<file path="src/rtl/i2c_seq_pkg.sv">
// i2c_seq_pkg: shared types and defaults for the I2C command sequencer.
//   state_t : sequencer FSM states
//   cmd_t   : queued host command {rw, addr, data}
package i2c_seq_pkg;
    localparam int DEF_DEPTH   = 4;
    localparam int DEF_TIMEOUT = 4096;
    typedef enum logic [1:0] {IDLE, ISSUE, WAIT, RESP} state_t;
    typedef struct packed {
        logic       rw;
        logic [6:0] addr;
        logic [7:0] data;
    } cmd_t;
endpackage

</file>
<file path="src/rtl/i2c_cmd_fifo.sv">
// i2c_cmd_fifo: command queue, DEPTH entries, pointers with extra wrap bit.
//   clk/rst     : clock, async active-low reset
//   push/din    : write side (ignored when full)
//   pop/dout    : read side, dout shows head (ignored when empty)
//   full/empty  : flags derived from registered pointers
module i2c_cmd_fifo
    import i2c_seq_pkg::*;
#(
    parameter int DEPTH = DEF_DEPTH
) (
    input  logic clk,
    input  logic rst,
    input  logic push,
    input  cmd_t din,
    input  logic pop,
    output cmd_t dout,
    output logic full,
    output logic empty
);
    localparam int AW = $clog2(DEPTH);
    cmd_t          mem [DEPTH];
    logic [AW:0]   wp, rp;
    assign empty = wp == rp;
    assign full  = (wp[AW] != rp[AW]) && (wp[AW-1:0] == rp[AW-1:0]);
    assign dout  = mem[rp[AW-1:0]];
    always_ff @(posedge clk)
        if (push && !full) mem[wp[AW-1:0]] <= din;
    always_ff @(posedge clk or negedge rst) begin
        if (!rst) begin
            wp <= '0;
            rp <= '0;
        end else begin
            if (push && !full) wp <= wp + 1'b1;
            if (pop && !empty) rp <= rp + 1'b1;
        end
    end
endmodule

</file>
<file path="src/rtl/i2c_cmd_seq.sv">
// i2c_cmd_seq: queues host I2C commands and runs them one at a time on the I2C top.
//   clk/rst            : clock, async active-low reset
//   cmd_*              : host command input (valid/ready)
//   i2c_*              : transaction interface to the I2C top
//   rsp_*              : host response output (valid/ready), rsp_err = timeout
//   busy               : FSM active or commands pending
module i2c_cmd_seq
    import i2c_seq_pkg::*;
#(
    parameter int DEPTH   = DEF_DEPTH,
    parameter int TIMEOUT = DEF_TIMEOUT
) (
    input  logic       clk,
    input  logic       rst,
    input  logic       cmd_valid,
    output logic       cmd_ready,
    input  logic       cmd_rw,
    input  logic [6:0] cmd_addr,
    input  logic [7:0] cmd_data,
    output logic       i2c_start,
    output logic       i2c_wr,
    output logic [6:0] i2c_addr,
    output logic [7:0] i2c_din,
    input  logic       i2c_done,
    input  logic [7:0] i2c_datard,
    output logic       rsp_valid,
    input  logic       rsp_ready,
    output logic [7:0] rsp_data,
    output logic       rsp_err,
    output logic       busy
);
    localparam int CW = $clog2(TIMEOUT);
    state_t        state;
    logic [CW-1:0] cnt;
    logic          full, empty, pop;
    cmd_t          head;
    // ready is forced low while reset is asserted
    assign cmd_ready = rst && !full;
    assign pop       = (state == IDLE) && !empty;
    assign busy      = (state != IDLE) || !empty;
    i2c_cmd_fifo #(.DEPTH(DEPTH)) u_fifo (
        .clk  (clk),
        .rst  (rst),
        .push (cmd_valid && cmd_ready),
        .din  ({cmd_rw, cmd_addr, cmd_data}),
        .pop  (pop),
        .dout (head),
        .full (full),
        .empty(empty)
    );
    always_ff @(posedge clk or negedge rst) begin
        if (!rst) begin
            state     <= IDLE;
            cnt       <= '0;
            i2c_start <= 1'b0;
            i2c_wr    <= 1'b0;
            i2c_addr  <= '0;
            i2c_din   <= '0;
            rsp_valid <= 1'b0;
            rsp_data  <= '0;
            rsp_err   <= 1'b0;
        end else begin
            i2c_start <= 1'b0;
            case (state)
                IDLE: if (!empty) begin
                    i2c_wr   <= head.rw;
                    i2c_addr <= head.addr;
                    i2c_din  <= head.data;
                    state    <= ISSUE;
                end
                ISSUE: begin
                    i2c_start <= 1'b1;
                    cnt       <= '0;
                    state     <= WAIT;
                end
                // done is checked first so it wins over a coincident timeout
                WAIT: if (i2c_done) begin
                    rsp_data  <= i2c_wr ? 8'h00 : i2c_datard;
                    rsp_err   <= 1'b0;
                    rsp_valid <= 1'b1;
                    state     <= RESP;
                end else if (cnt == CW'(TIMEOUT - 1)) begin
                    rsp_data  <= 8'h00;
                    rsp_err   <= 1'b1;
                    rsp_valid <= 1'b1;
                    state     <= RESP;
                end else begin
                    cnt <= cnt + 1'b1;
                end
                RESP: if (rsp_ready) begin
                    rsp_valid <= 1'b0;
                    state     <= IDLE;
                end
                default: state <= IDLE;
            endcase
        end
    end
endmodule

</file>
<file path="config.mk">
export PLATFORM = sky130hd
export DESIGN_NAME = i2c_cmd_seq
export DESIGN_NICKNAME = d
export VERILOG_FILES = /design/src/rtl/i2c_seq_pkg.sv /design/src/rtl/i2c_cmd_fifo.sv /design/src/rtl/i2c_cmd_seq.sv
export SDC_FILE = /design/constraint.sdc
export NUM_CORES = 1
export LEC_CHECK = 0
export CORE_MARGIN = 3
export CORE_UTILIZATION = 50
export DETAILED_ROUTE_END_ITERATION = 10
export GPL_TIMING_DRIVEN = 0
export PLACE_DENSITY = 0.76
export REMOVE_ABC_BUFFERS = 1
export SLEW_MARGIN = 30
export SYNTH_ARGS = -nofsm -noshare
export SYNTH_HDL_FRONTEND = slang
export SYNTH_SLANG_ARGS = --single-unit
</file>
<file path="constraint.sdc">
create_clock -name clk -period 1.9 [get_ports clk]
set_input_delay 0.19 -clock clk [delete_from_list [all_inputs] [get_ports clk]]
set_output_delay 0.19 -clock clk [all_outputs]
set_load 0.05 [all_outputs]
</file>
# Yosys cells after proc, flatten, opt, wreduce, memory -nomap -nowiden
# Memories as Yosys holds them, arrays and structs flattened. A register that Yosys moved wholly into a read port is not among the register bits.
# Index checks and enable logic that the tools add are counted.
# word_totals
output_inout_bits	29
mem_count	1
mem_bits_rw	64
in_bits	29
regBits	31
elab_cells	64
# mem_list
name	depth	width	read_ports	rd_clocked_by_memory_dff	write_ports	line	rtl
u_fifo.mem	4	16	1	1	1	i2c_cmd_fifo.sv:21	cmd_t mem [DEPTH];
# op_classes
reduce_logical	20
n_bitwise	1
mux	19
addsub	3
eq_ne	12
# ops
op	n
2-to-1 mux 12 bit	2
2-to-1 mux 8 bit	3
case mux 12 bit (2 select lines)	1
adder 12 x 1 -> 12 bit, second input constant	1
equality test 12 bit, second input constant	1
AND reduction 3 bit	3
2-to-1 mux 2 bit	4
inequality test 2 bit, second input constant	4
case mux 2 bit (4 select lines)	1
nonzero test 2 bit	4
2-to-1 mux 1 bit	7
adder 3 x 1 -> 3 bit, second input constant	2
logical AND 1 bit	6
equality test 2 bit, second input constant	2
AND reduction 2 bit	2
equality test 3 bit	1
zero test 1 bit	3
inequality test 3 bit, second input constant	1
equality test 2 x 1 -> 1 bit, second input constant	1
equality test 2 bit	1
zero test 2 bit	1
case mux 1 bit (2 select lines)	1
logical OR 1 bit	1
inequality test 1 bit	1
inverter 1 bit	1

# Longest topological paths before layout
# depth
word_depth	8
depth_mapped	6
depth_no_buf	6

# Cells and area by module
# A second synthesis with hierarchy kept.
# unflattened
cells_unflattened	285
hier_area_um2	4689.5
# by_module_without_submodules
module	area_each_um2	cells_each	seq_area_each_um2	n_inst
i2c_cmd_fifo	2822.7	132	2072.0	1
i2c_cmd_seq	1866.8	153	1026.0	1

# Worst setup path after synthesis
# No wires, ideal clock.
# synth_path
path_kind	register to register
start	reg u_fifo.rp[0]
end	mem u_fifo.mem[3][0] (netlist name) (enable)
path_slack_ns	-0.412
arrival_ns	1.936
setup_time_ns	0.375
stages_incl_launch_ff	5
required_ns	1.525
cell_sequence	dfrtp_1 buf_6 xor2_2 o31a_1 and3_1
# synth_between
elab_chain_len	8
# synth_rtl
element	line	rtl
start, declared	i2c_cmd_fifo.sv:22	logic [AW:0] wp, rp;
start signal, assigned	i2c_cmd_fifo.sv:34	if (pop && !empty) rp <= rp + 1'b1;
equality test 2 bit	i2c_cmd_fifo.sv:24	assign full = (wp[AW] != rp[AW]) && (wp[AW-1:0] == rp[AW-1:0]);
logical AND 1 bit	i2c_cmd_fifo.sv:24	
zero test 1 bit	i2c_cmd_seq.sv:38	assign cmd_ready = rst && !full;
logical AND 1 bit	i2c_cmd_seq.sv:38	
named net cmd_ready	i2c_cmd_seq.sv:16	output logic cmd_ready,
logical AND 1 bit	i2c_cmd_seq.sv:44	.push (cmd_valid && cmd_ready),
logical AND 1 bit	i2c_cmd_fifo.sv:27	if (push && !full) mem[wp[AW-1:0]] <= din;
2-to-1 mux 1 bit	i2c_cmd_fifo.sv:27	
2-to-1 mux 1 bit (implied by the code)	i2c_cmd_fifo.sv:27	
end, declared	i2c_cmd_fifo.sv:21	
# The timed path passes the listed nets, and every way through them passes these cells.

# Worst setup path after layout
# layout_path
start	reg u_fifo.rp[1]
end	out busy
# layout_between
elab_chain_len	3
# layout_rtl
element	line	rtl
equality test 3 bit	i2c_cmd_fifo.sv:23	assign empty = wp == rp;
zero test 1 bit	i2c_cmd_seq.sv:40	assign busy = (state != IDLE) || !empty;
logical OR 1 bit	i2c_cmd_seq.sv:40	
end, declared	i2c_cmd_seq.sv:30	output logic busy
# No other way between the ends.

==> impl_results.md <==
- Fin Hold WS: -0.180 ns
- Nets: 382
- CTS tree: yes
- Netlist Area Pre-Place: 4680 µm²
- Clock-pin transition on the worst setup and hold timing paths: 0.11 ns
- Largest net degree at the start of global routing: 49
- DR iter-0 viols: 77
- Fmax: 0.503 GHz
- Max Buffers Root-to-Sink: 2
- Arr. time, crit path: 1.80 ns
- Fin crit share: 105%
- Pins over their slew limit: 0
- # IOs: 58
- Layout cells sized above 1: 25.9%
- CP bufs+invs: 1
- Post-layout min period: 1.99 ns
- Slew headroom: 58.6%
- Slowest Stage Delay on Critical Path: 0.55 ns
- CP max-delay cell: or4_4
- Worst setup EP type: output pin
- RSZ-0062 raised after global routing: yes
- Power density cells: 1630 nW/µm²
- Sequential element share of the synthesized area: 66.2%
- Worst VDD drop: 0.00111 V
- H-tree levels: 3
- Initial antenna violation count: 0
- Inserted Clock Buffers: 9
- Clock sink total: 111
- Worst-margin pin slew: 0.620 ns
- Crit path max fanout: 4
- Placed insts: 427
- Required time of the critical path: 1.71 ns
- Critical path class: reg2out
- Vias in the first global route: 2647
- Yosys cell types: 43
- Input/output buffers: 57
- Final clock skew: 0.00893 ns
- Routed WL: 8270 µm
- Reg2Reg Launch Point: state[0]$_DFFE_PN0P_
- Die extent in x: 103 µm
- Wire per inst: 18.2 µm
- GP Congestion: 0.755
- Synth-to-Final Area Change: 22.3%
- Initial DRT Pass Iterations: 4
- Number of antenna diodes: 0
- Number of synthesized register bits: 111
- Initial core utilization: 52.7%
- Startpoint types: flip-flop
- Pleak: 0.00232 µW
- Setup TNS Final: -0.310 ns
- Max-Cap Viols: 0
- Clock root buffer master: clkbuf_8
- Mapped Cells: 269
- Final setup viols: 7
- Min-delay worst type: in2async
- Layout Cells excl Fill: 455
- Average size of a mapped cell: 17.4 µm²
- Cell family contributing the most delay on the critical path: simple AND/OR/NAND/NOR gates
- DIE AREA: 10600 µm²
- # DRC: 0
- Final Hold Fails: 47
- Global route total overflow: 0
- Failing checks: negative hold slack, negative setup slack
- Outcome: complete, but fails checks
- Antenna viol nets, final: 0
- Vias per cell: 5.61
- CP cell instances: xor2_4, or4_4, buf_8
- Clock latency on the worst-skew pair: 0.37 ns
- Crit path from: u_fifo.rp[1]$_DFFE_PN0P_
- Core area: 8890 µm²
- Global-route wire length before repair: 13200 µm
- DP HPWL: 5170 µm
- Die height: 103 µm
- Post-route setup slack: -0.0883 ns
- Routed vias: 2551
- Rows: 34
- Yosys warnings: 0
- All-Layer GR Usage: 16.8%
[synthesized netlist by cell type (all sizes together)]
library cell | number | area (µm²)
mux4 | 16 | 360
a311o | 1 | 10.0
o21ai | 2 | 10.0
and4 | 2 | 17.5
a22o | 1 | 8.76
nand3 | 7 | 35.0
o31ai | 2 | 28.8
inv | 8 | 30.0
mux2 | 20 | 259
ha | 11 | 138
and3 | 12 | 75.1
a21o | 10 | 75.1
and4b | 8 | 80.1
xnor2 | 4 | 35.0
clkbuf | 2 | 7.51
nand2 | 7 | 33.8
edfxtp | 64 | 1920
o311a | 1 | 10.0
o32a | 1 | 10.0
o31a | 1 | 8.76
a21oi | 4 | 20.0
nor2 | 2 | 7.51
dfrtp | 47 | 1180
nand4 | 4 | 31.3
xor2 | 5 | 70.1
o311ai | 1 | 26.3
and2 | 1 | 6.26
o211ai | 1 | 7.51
or4 | 1 | 7.51
nor3 | 6 | 30.0
o41ai | 1 | 8.76
a211o | 5 | 43.8
buf | 6 | 61.3
nand2b | 5 | 31.3
[cells in the final DEF, fill, tap and decap left out, drive strengths merged]
cell type / Yosys / final
dlygate4sd2: 0 / 1
and4b: 8 / 8
clkdlybuf4s50: 0 / 53
o31ai: 2 / 2
bufinv: 0 / 1
edfxtp: 64 / 64
clkbuf: 2 / 9
buf: 6 / 16
dfrtp: 47 / 47
ha: 11 / 11
nand4: 4 / 4
o311ai: 1 / 1
a21oi: 4 / 4
or4: 1 / 1
and2: 1 / 1
o32a: 1 / 1
and3: 12 / 12
o41ai: 1 / 1
nand2b: 5 / 5
nand2: 7 / 7
xnor2: 4 / 4
nor3: 6 / 6
and4: 2 / 2
o311a: 1 / 1
mux2: 20 / 20
a211o: 5 / 5
a22o: 1 / 1
nor2: 2 / 2
xor2: 5 / 5
a311o: 1 / 1
a21o: 10 / 10
clkinv: 0 / 3
o31a: 1 / 1
nand3: 7 / 7
mux4: 16 / 16
inv: 8 / 11
o21ai: 2 / 2
o211ai: 1 / 1
[sequential cells by signal (all words and copies together), names as in the netlist]
name	count
u_fifo.rp	3
rsp_valid	1
i2c_din	8
rsp_data	8
state	2
u_fifo.wp	3
i2c_start	1
i2c_addr	7
u_fifo.mem	64
i2c_wr	1
cnt	12
rsp_err	1
[area by class of cell]
| type | count | area, µm² |
|---|---|---|
| clock inverters | 7 | 100 |
| repair buffers | 70 | 674 |
| fillers | 631 | 3170 |
| multi-input cells | 142 | 1550 |
| flip-flops and latches | 111 | 3110 |
| well taps | 108 | 135 |
| inverters | 8 | 30.0 |
| clock buffers | 9 | 124 |
[final timing paths]
check                      depth (start not counted)  slack (ns)                    endpoint
max in group asynchronous                          1        1.60    u_fifo.rp[1]$_DFFE_PN0P_
max reg2reg                                        7       -0.06          cnt[6]$_DFFE_PN0P_
max                                                3       -0.09                        busy
min                                                1       -0.18         cnt[11]$_DFFE_PN0P_
min reg2reg                                        1        0.48     rsp_data[4]$_DFFE_PN0P_
min in group clk                                   1        0.44  u_fifo.mem[0][9]$_DFFE_PP_
[per-stage QoR]
step / total power (µW) / cell area [µm²] / utilization, % / setup slack, ns
after floorplan: 6390 / 4610 / - / -0.882
after global placement: 7470 / 5320 / 59.8 / -2.04
after detailed placement: 7600 / 5330 / 59.9 / -0.859
after CTS: 9260 / 5650 / 63.6 / -0.267
after global routing: 9820 / 5730 / 64.4 / -0.161
final: 9320 / 5730 / 64.4 / -0.0883
[timing repair]
item / CTS / global route
endpoints found under the hold margin: 47 / 47
setup buffers: 8 / 4
setup endpoints to repair: 111 / 79
gates resized for setup: 28 / 12
pin swaps: 3 / 5
[per-layer routing]
metal,GRT usage [%],share of wire [%],up-vias
met5,0,0,-
met3,4.74,4.9,13
met1,21.1,42,1261
met2,28.5,51,74
li1,-,-,1203
met4,5.68,1.6,0
[cell families (layout without fill, tap and decap cells)]
| group | Yosys count | after routing | synth area share, % |
|---|---|---|---|
| multiplexers | 36 | 36 | 13.2 |
| XOR/XNOR | 9 | 9 | 2.24 |
| buffers and inverters | 16 | 94 | 2.11 |
| AND/OR/NAND/NOR | 55 | 55 | 7.59 |
| adder cells (fa/ha/maj) | 11 | 11 | 2.94 |
| flip-flops | 111 | 111 | 66.2 |
| AO/OA/AOI/OAI | 31 | 31 | 5.72 |
[where the power goes]
group          leakage [µW]  internal [µW]  switching, µW  total (µW)
logic               0.00104           1900           2350        4250
registers           0.00117           3160            394        3550
clock network      0.000112            655            862        1520
No activity file was read; power rests on OpenSTA's default activity.
